$ cat config.mk
export PLATFORM = sky130hd
export DESIGN_NAME = mem_ext_nx_flat
export DESIGN_NICKNAME = d
export VERILOG_FILES = /design/src/rtl/mem_ext_nx_if.sv /design/src/rtl/mem_ext_nx.sv /design/src/flat_wrapper.sv
export SDC_FILE = /design/constraint.sdc
export NUM_CORES = 1
export LEC_CHECK = 0
export CAP_MARGIN = 20
export CORE_MARGIN = 5
export CORE_UTILIZATION = 47
export DETAILED_ROUTE_END_ITERATION = 8
export GPL_TIMING_DRIVEN = 1
export PLACE_DENSITY = 0.79
export SYNTH_ARGS = -nofsm -noshare
export SYNTH_HDL_FRONTEND = slang
export SYNTH_SLANG_ARGS = --single-unit
$ cat constraint.sdc
create_clock -name clk -period 2.7 [get_ports clk]
set_input_delay 0.405 -clock clk [delete_from_list [all_inputs] [get_ports clk]]
set_output_delay 0.405 -clock clk [all_outputs]
set_load 0.02 [all_outputs]
$ cat src/rtl/mem_ext_nx_if.sv
// Bus bundle between the PDP-8/e AC/IOT datapath (master) and the
// memory-extension / interrupt-control unit mem_ext_nx (slave).
interface mem_ext_nx_if #(
  parameter int FIELD_W = 3
);
  // datapath -> unit
  logic [0:11]        instruction;
  logic [0:11]        sr;
  logic [0:11]        ac;
  logic [4:0]         state;
  logic               clear;
  logic               extd_addrd;
  logic               gtf;
  logic               int_in_prog;
  logic               irq;
  // unit -> datapath
  logic               int_ena;
  logic               int_inh;
  logic               mskip;
  logic               UF;
  logic               UI;
  logic [0:FIELD_W-1] DF;
  logic [0:FIELD_W-1] IF;
  logic [0:11]        me_bus;
  logic [3:0]         stack_depth;
  logic               stack_ovf;

  modport master (
    output instruction, sr, ac, state, clear, extd_addrd, gtf, int_in_prog, irq,
    input  int_ena, int_inh, mskip, UF, UI, DF, IF, me_bus, stack_depth, stack_ovf
  );

  modport slave (
    input  instruction, sr, ac, state, clear, extd_addrd, gtf, int_in_prog, irq,
    output int_ena, int_inh, mskip, UF, UI, DF, IF, me_bus, stack_depth, stack_ovf
  );
endinterface

$ cat src/rtl/mem_ext_nx.sv
// mem_ext_nx: PDP-8/e memory extension and interrupt control with wide
// fields (FIELD_W = 3..5, up to 128K words) and a nested interrupt save stack.
// Optional time-share (user mode) logic is enabled by defining TIME_SHARE_EN;
// without it UF/UB/UI stay 0 and no user traps are raised.
// Fields are held little-endian internally: bits [2:0] are the L part and the
// bits above are the X extension.
module mem_ext_nx #(
  parameter int FIELD_W    = 3,
  parameter int SAVE_DEPTH = 1
) (
  input  logic        clk,
  input  logic        reset,
  mem_ext_nx_if.slave bus
);

`ifdef TIME_SHARE_EN
  localparam bit TS_EN = 1'b1;
`else
  localparam bit TS_EN = 1'b0;
`endif

  localparam int E  = FIELD_W - 3;
  localparam int SW = 1 + 2 * FIELD_W;   // stack entry {U, IF, DF}

  // Shared major-state encodings used by the datapath.
  localparam logic [4:0] F1 = 5'd1;
  localparam logic [4:0] F2 = 5'd2;
  localparam logic [4:0] F3 = 5'd3;
  localparam logic [4:0] D2 = 5'd6;
  localparam logic [4:0] E0 = 5'd8;
  localparam logic [4:0] E2 = 5'd10;
  localparam logic [4:0] H1 = 5'd13;

  // Replace the L part of a field.
  function automatic logic [FIELD_W-1:0] set_l(input logic [FIELD_W-1:0] f,
                                               input logic [2:0] l);
    logic [7:0] t;
    t      = 8'(f);
    t[2:0] = l;
    return FIELD_W'(t);
  endfunction

  // Replace the X part of a field; bits above E are dropped by the narrowing.
  function automatic logic [FIELD_W-1:0] set_x(input logic [FIELD_W-1:0] f,
                                               input logic [1:0] x);
    logic [7:0] t;
    t      = 8'(f);
    t[7:3] = 5'(x);
    return FIELD_W'(t);
  endfunction

  // X part of a field, zero when the field has no extension.
  function automatic logic [1:0] get_x(input logic [FIELD_W-1:0] f);
    logic [7:0] t;
    t = 8'(f) >> 3;
    return t[1:0];
  endfunction

  logic [FIELD_W-1:0] if_reg, if_next, ib_reg, ib_next, df_reg, df_next;
  logic               uf_reg, uf_next, ub_reg, ub_next, ui_reg, ui_next;
  logic               int_ena_reg, int_ena_next, int_delay_reg, int_delay_next;
  logic               int_inh_reg, int_inh_next, mskip_reg, mskip_next;
  logic [11:0]        me_bus_reg, me_bus_next;
  logic [3:0]         depth_reg, depth_next;
  logic               ovf_reg, ovf_next;

  logic [11:0] ir, acv, srv, rxb;
  logic        is_iot, is_jmp, is_jms, hlt_osr, cdf_cif, user, skip, tx;
  logic        push, full;
  logic [SW-1:0] push_data, top;
  logic [6:0]    top_lview;
  logic [SW-1:0] stack_view [SAVE_DEPTH];

  assign ir  = bus.instruction;
  assign acv = bus.ac;
  assign srv = bus.sr;

  wire unused_sr = &{1'b0, srv[11:6]};

  assign is_iot  = (ir[11:9] == 3'o6);
  assign is_jmp  = (ir[11:9] == 3'o5);
  assign is_jms  = (ir[11:9] == 3'o4);
  // Group-2 operate with HLT or OSR (covers LAS).
  assign hlt_osr = (ir[11:8] == 4'hF) && !ir[0] && (ir[1] || ir[2]);
  // 62N1 / 62N2 / 62N3
  assign cdf_cif = (ir[11:6] == 6'o62) && !ir[2] && (ir[1] || ir[0]);
  assign user    = TS_EN && uf_reg;

  assign skip = (ir == 12'o6000 && !uf_reg && int_ena_reg) ||
                (ir == 12'o6003 && !uf_reg && bus.irq) ||
                (ir == 12'o6006 && bus.gtf) ||
                (TS_EN && ir == 12'o6254 && !uf_reg && ui_reg);

  // IB/UB -> IF/UF happens on the first jump-type transfer after CIF/RTF/RMF.
  assign tx = int_inh_reg &&
              ((bus.state == F2 && is_jmp && !ir[8]) ||
               (bus.state == D2 && is_jmp) ||
               (bus.state == E2 && is_jms));

  assign rxb       = (12'(get_x(if_reg)) << E) | 12'(get_x(df_reg));
  assign full      = (depth_reg == 4'(SAVE_DEPTH));
  assign push_data = {uf_reg & TS_EN, if_reg, df_reg};
  assign top_lview = {top[SW-1], top[FIELD_W+2:FIELD_W], top[2:0]};

  // Save stack slots: a slot takes the new context when it is the next free
  // one, or shifts down from the slot above when the stack is already full.
  for (genvar gi = 0; gi < SAVE_DEPTH; gi++) begin : g_stk
    logic [SW-1:0] entry_reg;
    logic [SW-1:0] shift_in;
    if (gi == SAVE_DEPTH - 1) begin : g_top
      assign shift_in = push_data;
    end else begin : g_mid
      assign shift_in = stack_view[gi+1];
    end

    // Slot register, cleared with the rest of the unit.
    always_ff @(posedge clk) begin
      if (!reset || bus.clear) begin
        entry_reg <= '0;
      end else if (push) begin
        if (full) begin
          entry_reg <= shift_in;
        end else if (depth_reg == 4'(gi)) begin
          entry_reg <= push_data;
        end
      end
    end

    assign stack_view[gi] = entry_reg;
  end

  // Top of stack: entry depth-1, or entry 0 when empty.
  always_comb begin
    top = stack_view[0];
    for (int i = 0; i < SAVE_DEPTH; i++) begin
      if (depth_reg != 4'd0 && 4'(i) == depth_reg - 4'd1) begin
        top = stack_view[i];
      end
    end
  end

  // Next-state logic, stepped by the major state code.
  always_comb begin
    if_next        = if_reg;
    ib_next        = ib_reg;
    df_next        = df_reg;
    uf_next        = uf_reg;
    ub_next        = ub_reg;
    ui_next        = ui_reg;
    int_ena_next   = int_ena_reg;
    int_delay_next = int_delay_reg;
    int_inh_next   = int_inh_reg;
    mskip_next     = mskip_reg;
    me_bus_next    = me_bus_reg;
    depth_next     = depth_reg;
    ovf_next       = ovf_reg;
    push           = 1'b0;

    case (bus.state)
      F1: begin
        if (skip) mskip_next = 1'b1;
      end
      F2: begin
        // One-instruction ION delay expires here.
        if (int_delay_reg) begin
          int_ena_next   = 1'b1;
          int_delay_next = 1'b0;
        end
        if (user) begin
          if (is_iot || hlt_osr) ui_next = 1'b1;
        end else begin
          case (ir)
            12'o6004: me_bus_next = {2'b00, bus.irq, 1'b0,
                                     int_ena_reg | int_delay_reg, top_lview};
            12'o6214: me_bus_next = acv | (12'(df_reg[2:0]) << 3);
            12'o6224: me_bus_next = acv | (12'(if_reg[2:0]) << 3);
            12'o6234: me_bus_next = acv | 12'(top_lview);
            12'o6215: me_bus_next = acv | rxb;
            12'o6204: ui_next     = 1'b0;
            default:  ;
          endcase
        end
      end
      F3: begin
        mskip_next = 1'b0;
        if (!user && is_iot) begin
          case (ir)
            12'o6000, 12'o6002: begin
              int_ena_next   = 1'b0;
              int_delay_next = 1'b0;
            end
            12'o6001: int_delay_next = 1'b1;
            12'o6005: begin
              ub_next        = acv[6] & TS_EN;
              ib_next        = set_l(ib_reg, acv[5:3]);
              df_next        = set_l(df_reg, acv[2:0]);
              int_delay_next = 1'b1;
              int_inh_next   = 1'b1;
            end
            12'o6007: begin
              int_ena_next   = 1'b0;
              int_delay_next = 1'b0;
              uf_next        = 1'b0;
              ui_next        = 1'b0;
              depth_next     = 4'd0;
              ovf_next       = 1'b0;
            end
            12'o6205: begin
              if (E > 0) begin
                df_next      = set_x(df_reg, acv[3:2]);
                ib_next      = set_x(ib_reg, acv[1:0]);
                int_inh_next = 1'b1;
              end
            end
            12'o6264: begin
              if (TS_EN) ub_next = 1'b0;
            end
            12'o6274: begin
              if (TS_EN) begin
                ub_next      = 1'b1;
                int_inh_next = 1'b1;
              end
            end
            12'o6244: begin
              ub_next      = top[SW-1] & TS_EN;
              ib_next      = top[SW-2:FIELD_W];
              df_next      = top[FIELD_W-1:0];
              int_inh_next = 1'b1;
              if (depth_reg != 4'd0) depth_next = depth_reg - 4'd1;
            end
            default: ;
          endcase
          if (cdf_cif) begin
            if (ir[0]) df_next = set_l(df_reg, ir[5:3]);
            if (ir[1]) begin
              ib_next      = set_l(ib_reg, ir[5:3]);
              int_inh_next = 1'b1;
            end
          end
        end
      end
      E0: begin
        if (bus.int_in_prog) begin
          push = 1'b1;
          if (full) ovf_next = 1'b1;
          else      depth_next = depth_reg + 4'd1;
          if_next        = '0;
          df_next        = '0;
          uf_next        = 1'b0;
          ub_next        = 1'b0;
          int_ena_next   = 1'b0;
          int_delay_next = 1'b0;
        end
      end
      H1: begin
        if (bus.extd_addrd) begin
          if_next = FIELD_W'(srv[5:3]);
          ib_next = FIELD_W'(srv[5:3]);
          df_next = FIELD_W'(srv[2:0]);
          uf_next = 1'b0;
          ub_next = 1'b0;
        end
      end
      default: ;
    endcase

    if (tx) begin
      if_next      = ib_reg;
      uf_next      = ub_reg & TS_EN;
      int_inh_next = 1'b0;
    end
  end

  // State registers; a panel clear is a full clear (it also covers H2).
  always_ff @(posedge clk) begin
    if (!reset || bus.clear) begin
      if_reg        <= '0;
      ib_reg        <= '0;
      df_reg        <= '0;
      uf_reg        <= 1'b0;
      ub_reg        <= 1'b0;
      ui_reg        <= 1'b0;
      int_ena_reg   <= 1'b0;
      int_delay_reg <= 1'b0;
      int_inh_reg   <= 1'b0;
      mskip_reg     <= 1'b0;
      me_bus_reg    <= '0;
      depth_reg     <= '0;
      ovf_reg       <= 1'b0;
    end else begin
      if_reg        <= if_next;
      ib_reg        <= ib_next;
      df_reg        <= df_next;
      uf_reg        <= uf_next;
      ub_reg        <= ub_next;
      ui_reg        <= ui_next;
      int_ena_reg   <= int_ena_next;
      int_delay_reg <= int_delay_next;
      int_inh_reg   <= int_inh_next;
      mskip_reg     <= mskip_next;
      me_bus_reg    <= me_bus_next;
      depth_reg     <= depth_next;
      ovf_reg       <= ovf_next;
    end
  end

  assign bus.int_ena     = int_ena_reg;
  assign bus.int_inh     = int_inh_reg;
  assign bus.mskip       = mskip_reg;
  assign bus.UF          = uf_reg;
  assign bus.UI          = ui_reg;
  assign bus.DF          = df_reg;
  assign bus.IF          = if_reg;
  assign bus.me_bus      = me_bus_reg;
  assign bus.stack_depth = depth_reg;
  assign bus.stack_ovf   = ovf_reg;

endmodule
$ cat src/flat_wrapper.sv
// flat-port wrapper written by rule: the top's interface ports become plain ports
module mem_ext_nx_flat 
#(
  parameter int FIELD_W    = 3,
  parameter int SAVE_DEPTH = 1
)
  (clk, reset, bus_instruction, bus_sr, bus_ac, bus_state, bus_clear, bus_extd_addrd, bus_gtf, bus_int_in_prog, bus_irq, bus_int_ena, bus_int_inh, bus_mskip, bus_UF, bus_UI, bus_DF, bus_IF, bus_me_bus, bus_stack_depth, bus_stack_ovf);
  mem_ext_nx_if #(.FIELD_W(FIELD_W)) bus_i ();
  input  logic clk;
  input  logic reset;
  input wire logic [$bits(bus_i.instruction)-1:0] bus_instruction;
  input wire logic [$bits(bus_i.sr)-1:0] bus_sr;
  input wire logic [$bits(bus_i.ac)-1:0] bus_ac;
  input wire logic [$bits(bus_i.state)-1:0] bus_state;
  input wire logic [$bits(bus_i.clear)-1:0] bus_clear;
  input wire logic [$bits(bus_i.extd_addrd)-1:0] bus_extd_addrd;
  input wire logic [$bits(bus_i.gtf)-1:0] bus_gtf;
  input wire logic [$bits(bus_i.int_in_prog)-1:0] bus_int_in_prog;
  input wire logic [$bits(bus_i.irq)-1:0] bus_irq;
  output wire logic [$bits(bus_i.int_ena)-1:0] bus_int_ena;
  output wire logic [$bits(bus_i.int_inh)-1:0] bus_int_inh;
  output wire logic [$bits(bus_i.mskip)-1:0] bus_mskip;
  output wire logic [$bits(bus_i.UF)-1:0] bus_UF;
  output wire logic [$bits(bus_i.UI)-1:0] bus_UI;
  output wire logic [$bits(bus_i.DF)-1:0] bus_DF;
  output wire logic [$bits(bus_i.IF)-1:0] bus_IF;
  output wire logic [$bits(bus_i.me_bus)-1:0] bus_me_bus;
  output wire logic [$bits(bus_i.stack_depth)-1:0] bus_stack_depth;
  output wire logic [$bits(bus_i.stack_ovf)-1:0] bus_stack_ovf;
  assign bus_i.instruction = bus_instruction;
  assign bus_i.sr = bus_sr;
  assign bus_i.ac = bus_ac;
  assign bus_i.state = bus_state;
  assign bus_i.clear = bus_clear;
  assign bus_i.extd_addrd = bus_extd_addrd;
  assign bus_i.gtf = bus_gtf;
  assign bus_i.int_in_prog = bus_int_in_prog;
  assign bus_i.irq = bus_irq;
  assign bus_int_ena = bus_i.int_ena;
  assign bus_int_inh = bus_i.int_inh;
  assign bus_mskip = bus_i.mskip;
  assign bus_UF = bus_i.UF;
  assign bus_UI = bus_i.UI;
  assign bus_DF = bus_i.DF;
  assign bus_IF = bus_i.IF;
  assign bus_me_bus = bus_i.me_bus;
  assign bus_stack_depth = bus_i.stack_depth;
  assign bus_stack_ovf = bus_i.stack_ovf;
  mem_ext_nx #(.FIELD_W(FIELD_W), .SAVE_DEPTH(SAVE_DEPTH)) u_core (.clk(clk), .reset(reset), .bus(bus_i));
endmodule
Word-level counts from Yosys, hierarchy flattened --
Cells that the tools add are included.
Operators by class: add/subtract/negate cells 2, equal/unequal tests 41, multiplexer cells 48, bitwise gates (word level) 4, reduce and logical (&&, ||, !) cells 50
Operator list (count):
- $eq A12 B12 Y1 const B | 14
- $pmux W12 S5 | 1
- $mux W3 | 10
- $or A12 B6 Y12 | 2
- $pmux W3 S2 | 4
- $mux W1 | 17
- $mux W4 | 4
- $pmux W4 S2 | 2
- $eq A5 B4 Y1 const B | 3
- $reduce_and A5 Y1 | 3
- $mux W7 | 2
- $logic_and A1 B1 Y1 | 12
- $ne A2 B2 Y1 const B | 6
- $or A12 B7 Y12 | 1
- $reduce_and A4 Y1 | 3
- $eq A5 B2 Y1 const B | 2
- $reduce_bool A2 Y1 | 5
- $eq A3 B3 Y1 const B | 3
- $ne A3 B2 Y1 const B | 3
- $pmux W1 S3 | 3
- $pmux W3 S3 | 1
- $reduce_bool A3 Y1 | 3
- $ne A2 B1 Y1 const B | 4
- $pmux W1 S2 | 4
- 18 further kinds | 33
Word-level totals: flip-flop bits (word level) 39, input port bits 48, output and inout port bits 28, logic and storage cells 158

Longest topological paths before layout --
depth in word-level cells 8, mapped depth 8, gate-level depth less buffers 7

Worst setup path after synthesis --
Ideal clock, no wire load.
path kind input to register, from input port bus_instruction[1], to register u_core.depth_reg[2] (netlist: u_core.bus.stack_depth[2]), setup time 117 ps, arrival 2439 ps, required time 2583 ps, path slack 143 ps, stages on the path 8, buffers on the path 2, cell sequence buf_6 > or4b_1 > buf_2 > nor4_4 > a211oi_2 > nor3_4 > o221ai_2 > a32o_1
Between the ends: word-level cells in the longest chain between the ends 4, elaborated cells between the ends (all ways) 8, classes of those cells eq/ne (4); mux (3); reduce/logical (1)
Ends and longest elaborated chain:
- start: declaration | line flat_wrapper.sv:11 | input wire logic [$bits(bus_i.instruction)-1:0] bus_instruction;
- $eq A12 B12 Y1 | line mem_ext_nx.sv:187 | case (ir)
- $pmux W4 S2 | line mem_ext_nx.sv:187
- $mux W4 | line mem_ext_nx.sv:186 | if (!user && is_iot) begin
- $pmux W4 S2 | line mem_ext_nx.sv:159 | case (bus.state)
- end signal: assignment | line mem_ext_nx.sv:302 | depth_reg <= depth_next;
- end: declaration | line mem_ext_nx.sv:64 | logic [3:0] depth_reg, depth_next;
Several ways; a longest one is shown, not always the timed one. The select of a mux whose other input is x is not followed. A chain may end at the register's enable or synchronous reset.

Worst setup path after layout --
from input port bus_instruction[0], to register u_core.me_bus_reg[0] (netlist: u_core.bus.me_bus[11])
Between the ends: word-level cells in the longest chain between the ends 3, elaborated cells between the ends (all ways) 8, classes of those cells eq/ne (5); mux (1); reduce/logical (2)
Ends and longest elaborated chain:
- $eq A12 B12 Y1 | line mem_ext_nx.sv:172 | case (ir)
- $reduce_bool A5 Y1 (no source line)
- $reduce_and A2 Y1 (no source line)
- end signal: assignment | line mem_ext_nx.sv:301 | me_bus_reg <= me_bus_next;
- end: declaration | line mem_ext_nx.sv:63 | logic [11:0] me_bus_reg, me_bus_next;
Several ways; a longest one is shown, not always the timed one.

==> results.py <==
metrics = {
    "floorplan": {
        "dieArea_um2": 6530,
        "io_pins": 76,
        "core_um2": 4790,
        "dieWidth_um": 80.8,
        "num_rows": 25,
        "start_util": 0.493,
        "die_y_um": 80.8,
    },
    "logic_synthesis": {
        "synth_most_common_cell": "dfxtp_1",
        "synth-main-ff-cell": "dfxtp_1",
        "synthArstFlopShare": 0,
        "synth_area_leaders": "dfxtp_1 31%, nor2_1 5.6%, a21oi_1 4.0%",
        "synth_warnings": 0,
        "synth_edf_count": 0,
        "yosysTopAreaCell": "dfxtp_1",
        "synth_area_um2": 2360,
        "yosysTopAreaCellShare": 0.306,
        "ys_seq_area_frac": 0.306,
        "synth.avg_cell_area_um2": 7.83,
        "synthTopCellsByCount": "36 x dfxtp_1, 35 x nor2_1, 25 x nand2_1, 19 x a21oi_1, 16 x nand3_1",
        "synthDistinctLibCells": 60,
        "synth-seq-cells": 36,
        "synthCells": 301,
    },
    "sta": {
        "fmax_mhz": 393,
        "final-hold-violation-count": 0,
        "layout_min_cycle_time_ns": 2.54,
        "slew_viol_final": 0,
        "layout_setup_ws_ns": 0.158,
        "rsz0062_at_grt": "no",
        "setup_violations": 0,
        "relSlewSlack": 0.540,
        "finClkSkew_ns": 0.00679,
        "worstMarginPinSlew_ns": 0.689,
        "final.period_utilization": 0.942,
        "setup-tns-final_ns": 0,
    },
    "global_route": {
        "overflow": 0,
        "grt_pass1_vias": 2608,
        "grt_pass1_wl_mm": 12.3,
        "grt_max_degree": 19,
        "grt_usage": 0.240,
        "antenna_found_initial": 0,
    },
    "clocking": {
        "clk_pin_slew_worst_paths_ns": 0.07,
        "h-tree-depth": 2,
        "cts_buffers": 5,
        "clock_latency_ns": 0.29,
        "postCtsSetupBuffers": 0,
        "clockRootBuffer": "clkbuf_8",
        "cts_tree": "done",
        "cts_hold_buf": 0,
        "cts_sinks": 36,
        "cts.path.max_buffers": 2,
        "cts.repair.resized": 0,
    },
    "final_layout": {
        "finalNetCount": 450,
        "n_antenna_cell": 0,
        "drive_above_1_share": 0.138,
        "area_growth_pct": 45.0,
        "fin_area_um2": 3420,
        "largest_reg_flops": 12,
        "seqCellArea_um2": 721,
        "fillers": 398,
        "final_cells": 465,
        "multi_input_area_um2": 1530,
    },
    "critical_path": {
        "crit_path_max_fanout": 6,
        "endpoint_kind": "flop",
        "timing.rr.start": "u_core.bus.stack_depth[0]$_SDFFE_PP0P_",
        "r2r_slack_ns": 1.00,
        "critPathLaunchType": "input pin",
        "crit_start": "bus_instruction[0]",
        "crit_end": "u_core.bus.me_bus[11]$_SDFFE_PP0P_",
        "cp.required_ns": 2.87,
        "r2r_cells": 8,
        "rr_endpoint": "u_core.bus.stack_depth[3]$_SDFFE_PP0P_",
        "arrival_ns": 2.71,
        "critical_path_class": "in2reg",
    },
    "power_and_ir_drop": {
        "powerDensity_nw_per_um2": 316,
        "p_leak_nw": 1.19,
        "p_int_uw": 805,
        "seqPwrFrac": 0.494,
        "combPwrFrac": 0.167,
        "switching_share": 0.255,
        "p_clk_frac": 0.339,
        "switchingPower_uw": 275,
        "ir_worst_vdd_uv": 216,
    },
    "routing": {
        "avgViaCountPerCell": 5.98,
        "drc_errors": 0,
        "route.vias.total": 2782,
        "wl_per_cell_um": 16.5,
        "postRouteAntennaNets": 0,
        "dr.pass1.iters": 7,
        "wl_mm": 7.68,
        "drtIter0Drc": 283,
    },
    "place": {
        "placed_area_um2": 3340,
        "dp_hpwl_mm": 5.90,
        "place_ws_ns": -0.160,
        "post-place-cells": 458,
        "port_buffers": 67,
        "place_congestion": 0.889,
    },
    "job": {
        "drv_cap": 0,
    },
    "run_status": {
        "outcome": "finished, final reports clean",
    },
    "min_path": {
        "min_path_type": "reg2reg",
    },
}
[worst max-delay path, cell delays in order]
cell	delay [ns]
clkdlybuf4s50_1	0.43
or4b_1	0.69
o2bb2a_1	0.38
o21a_1	0.26
buf_4	0.18
a221oi_1	0.29
nor2_1	0.09
[cell families (layout without fill, tap and decap cells)]
| kind of cell | count (synthesis) | after routing | synth area share |
|---|---|---|---|
| other cells | 1 | 2 | 0.00159 |
| fa+ha+maj | 4 | 4 | 0.0212 |
| flops | 36 | 36 | 0.306 |
| mux | 7 | 7 | 0.0313 |
| compound gates | 90 | 90 | 0.272 |
| simple gates | 138 | 138 | 0.321 |
| buf+inv | 25 | 121 | 0.0472 |
[area by class of cell]
| type | count | share of cell area |
|---|---|---|
| multi-input cells | 241 | 0.449 |
| clock inverters | 1 | 0.00146 |
| clock buffers | 6 | 0.0212 |
| flip-flops and latches | 36 | 0.211 |
| repair buffers | 105 | 0.283 |
| well taps | 67 | 0.0245 |
| inverters | 9 | 0.00989 |
[placed cells by master, fill, tap and decap left out, types with 4 or more instances in the layout]
cell,synthesis,final
nor2_1,35,35
mux2i_1,4,4
o21ai_0,10,10
ha_1,4,4
dfxtp_1,36,36
nand3_1,16,16
nor3b_1,4,4
a22oi_1,8,8
and2_1,4,4
o32ai_1,6,6
nor3_1,14,14
nand2b_1,8,8
a211oi_1,11,11
a221oi_1,6,6
buf_4,2,37
clkdlybuf4s50_1,0,67
nand2_1,25,25
nor4bb_1,4,4
a31oi_1,5,5
a21oi_1,19,19
clkbuf_8,0,5
inv_1,9,9
[per-stage QoR]
stage	hold WS (ns)	power, mW	utilization
2_1_floorplan	0.476	0.610	-
3_3_place_gp	0.472	0.720	0.697
3_5_place_dp	0.475	0.722	0.697
4_1_cts	0.495	1.08	0.713
5_1_grt	0.518	1.12	0.714
6_report	0.498	1.08	0.714
[layer usage]
metal | global-route usage | share of wire | vias to the layer above
li1 | - | - | 1339
met1 | 0.334 | 0.45 | 1309
met2 | 0.374 | 0.46 | 119
met3 | 0.0410 | 0.077 | 15
met4 | 0.0811 | 0.018 | 0
met5 | 0 | 0 | -
[worst min path at each step]
| stage | startpoint | end | slack [ns] | depth (start not counted) |
|---|---|---|---|---|
| 2_1_floorplan | u_core.g_stk[0].entry_reg[0]$_SDFFE_PP0P_ | u_core.g_stk[0].entry_reg[0]$_SDFFE_PP0P_ | 0.48 | 2 |
| 6_report | u_core.bus.int_inh$_SDFFE_PP0P_ | u_core.bus.int_inh$_SDFFE_PP0P_ | 0.50 | 2 |
| 3_3_place_gp | u_core.bus.int_inh$_SDFFE_PP0P_ | u_core.bus.int_inh$_SDFFE_PP0P_ | 0.47 | 2 |
| 3_5_place_dp | u_core.bus.int_inh$_SDFFE_PP0P_ | u_core.bus.int_inh$_SDFFE_PP0P_ | 0.47 | 2 |
| 4_1_cts | u_core.bus.int_inh$_SDFFE_PP0P_ | u_core.bus.int_inh$_SDFFE_PP0P_ | 0.49 | 2 |
| 5_1_grt | u_core.bus.int_inh$_SDFFE_PP0P_ | u_core.bus.int_inh$_SDFFE_PP0P_ | 0.52 | 2 |
[power by group through the flow]
stage | registers, mW | logic (mW) | clock network (mW)
global route | 0.533 | 0.192 | 0.399
finish | 0.533 | 0.181 | 0.366
detailed placement | 0.545 | 0.177 | 0
global placement | 0.545 | 0.175 | 0
CTS | 0.533 | 0.178 | 0.374
floorplan | 0.546 | 0.0635 | 0
(Power assumes the default switching activity.)
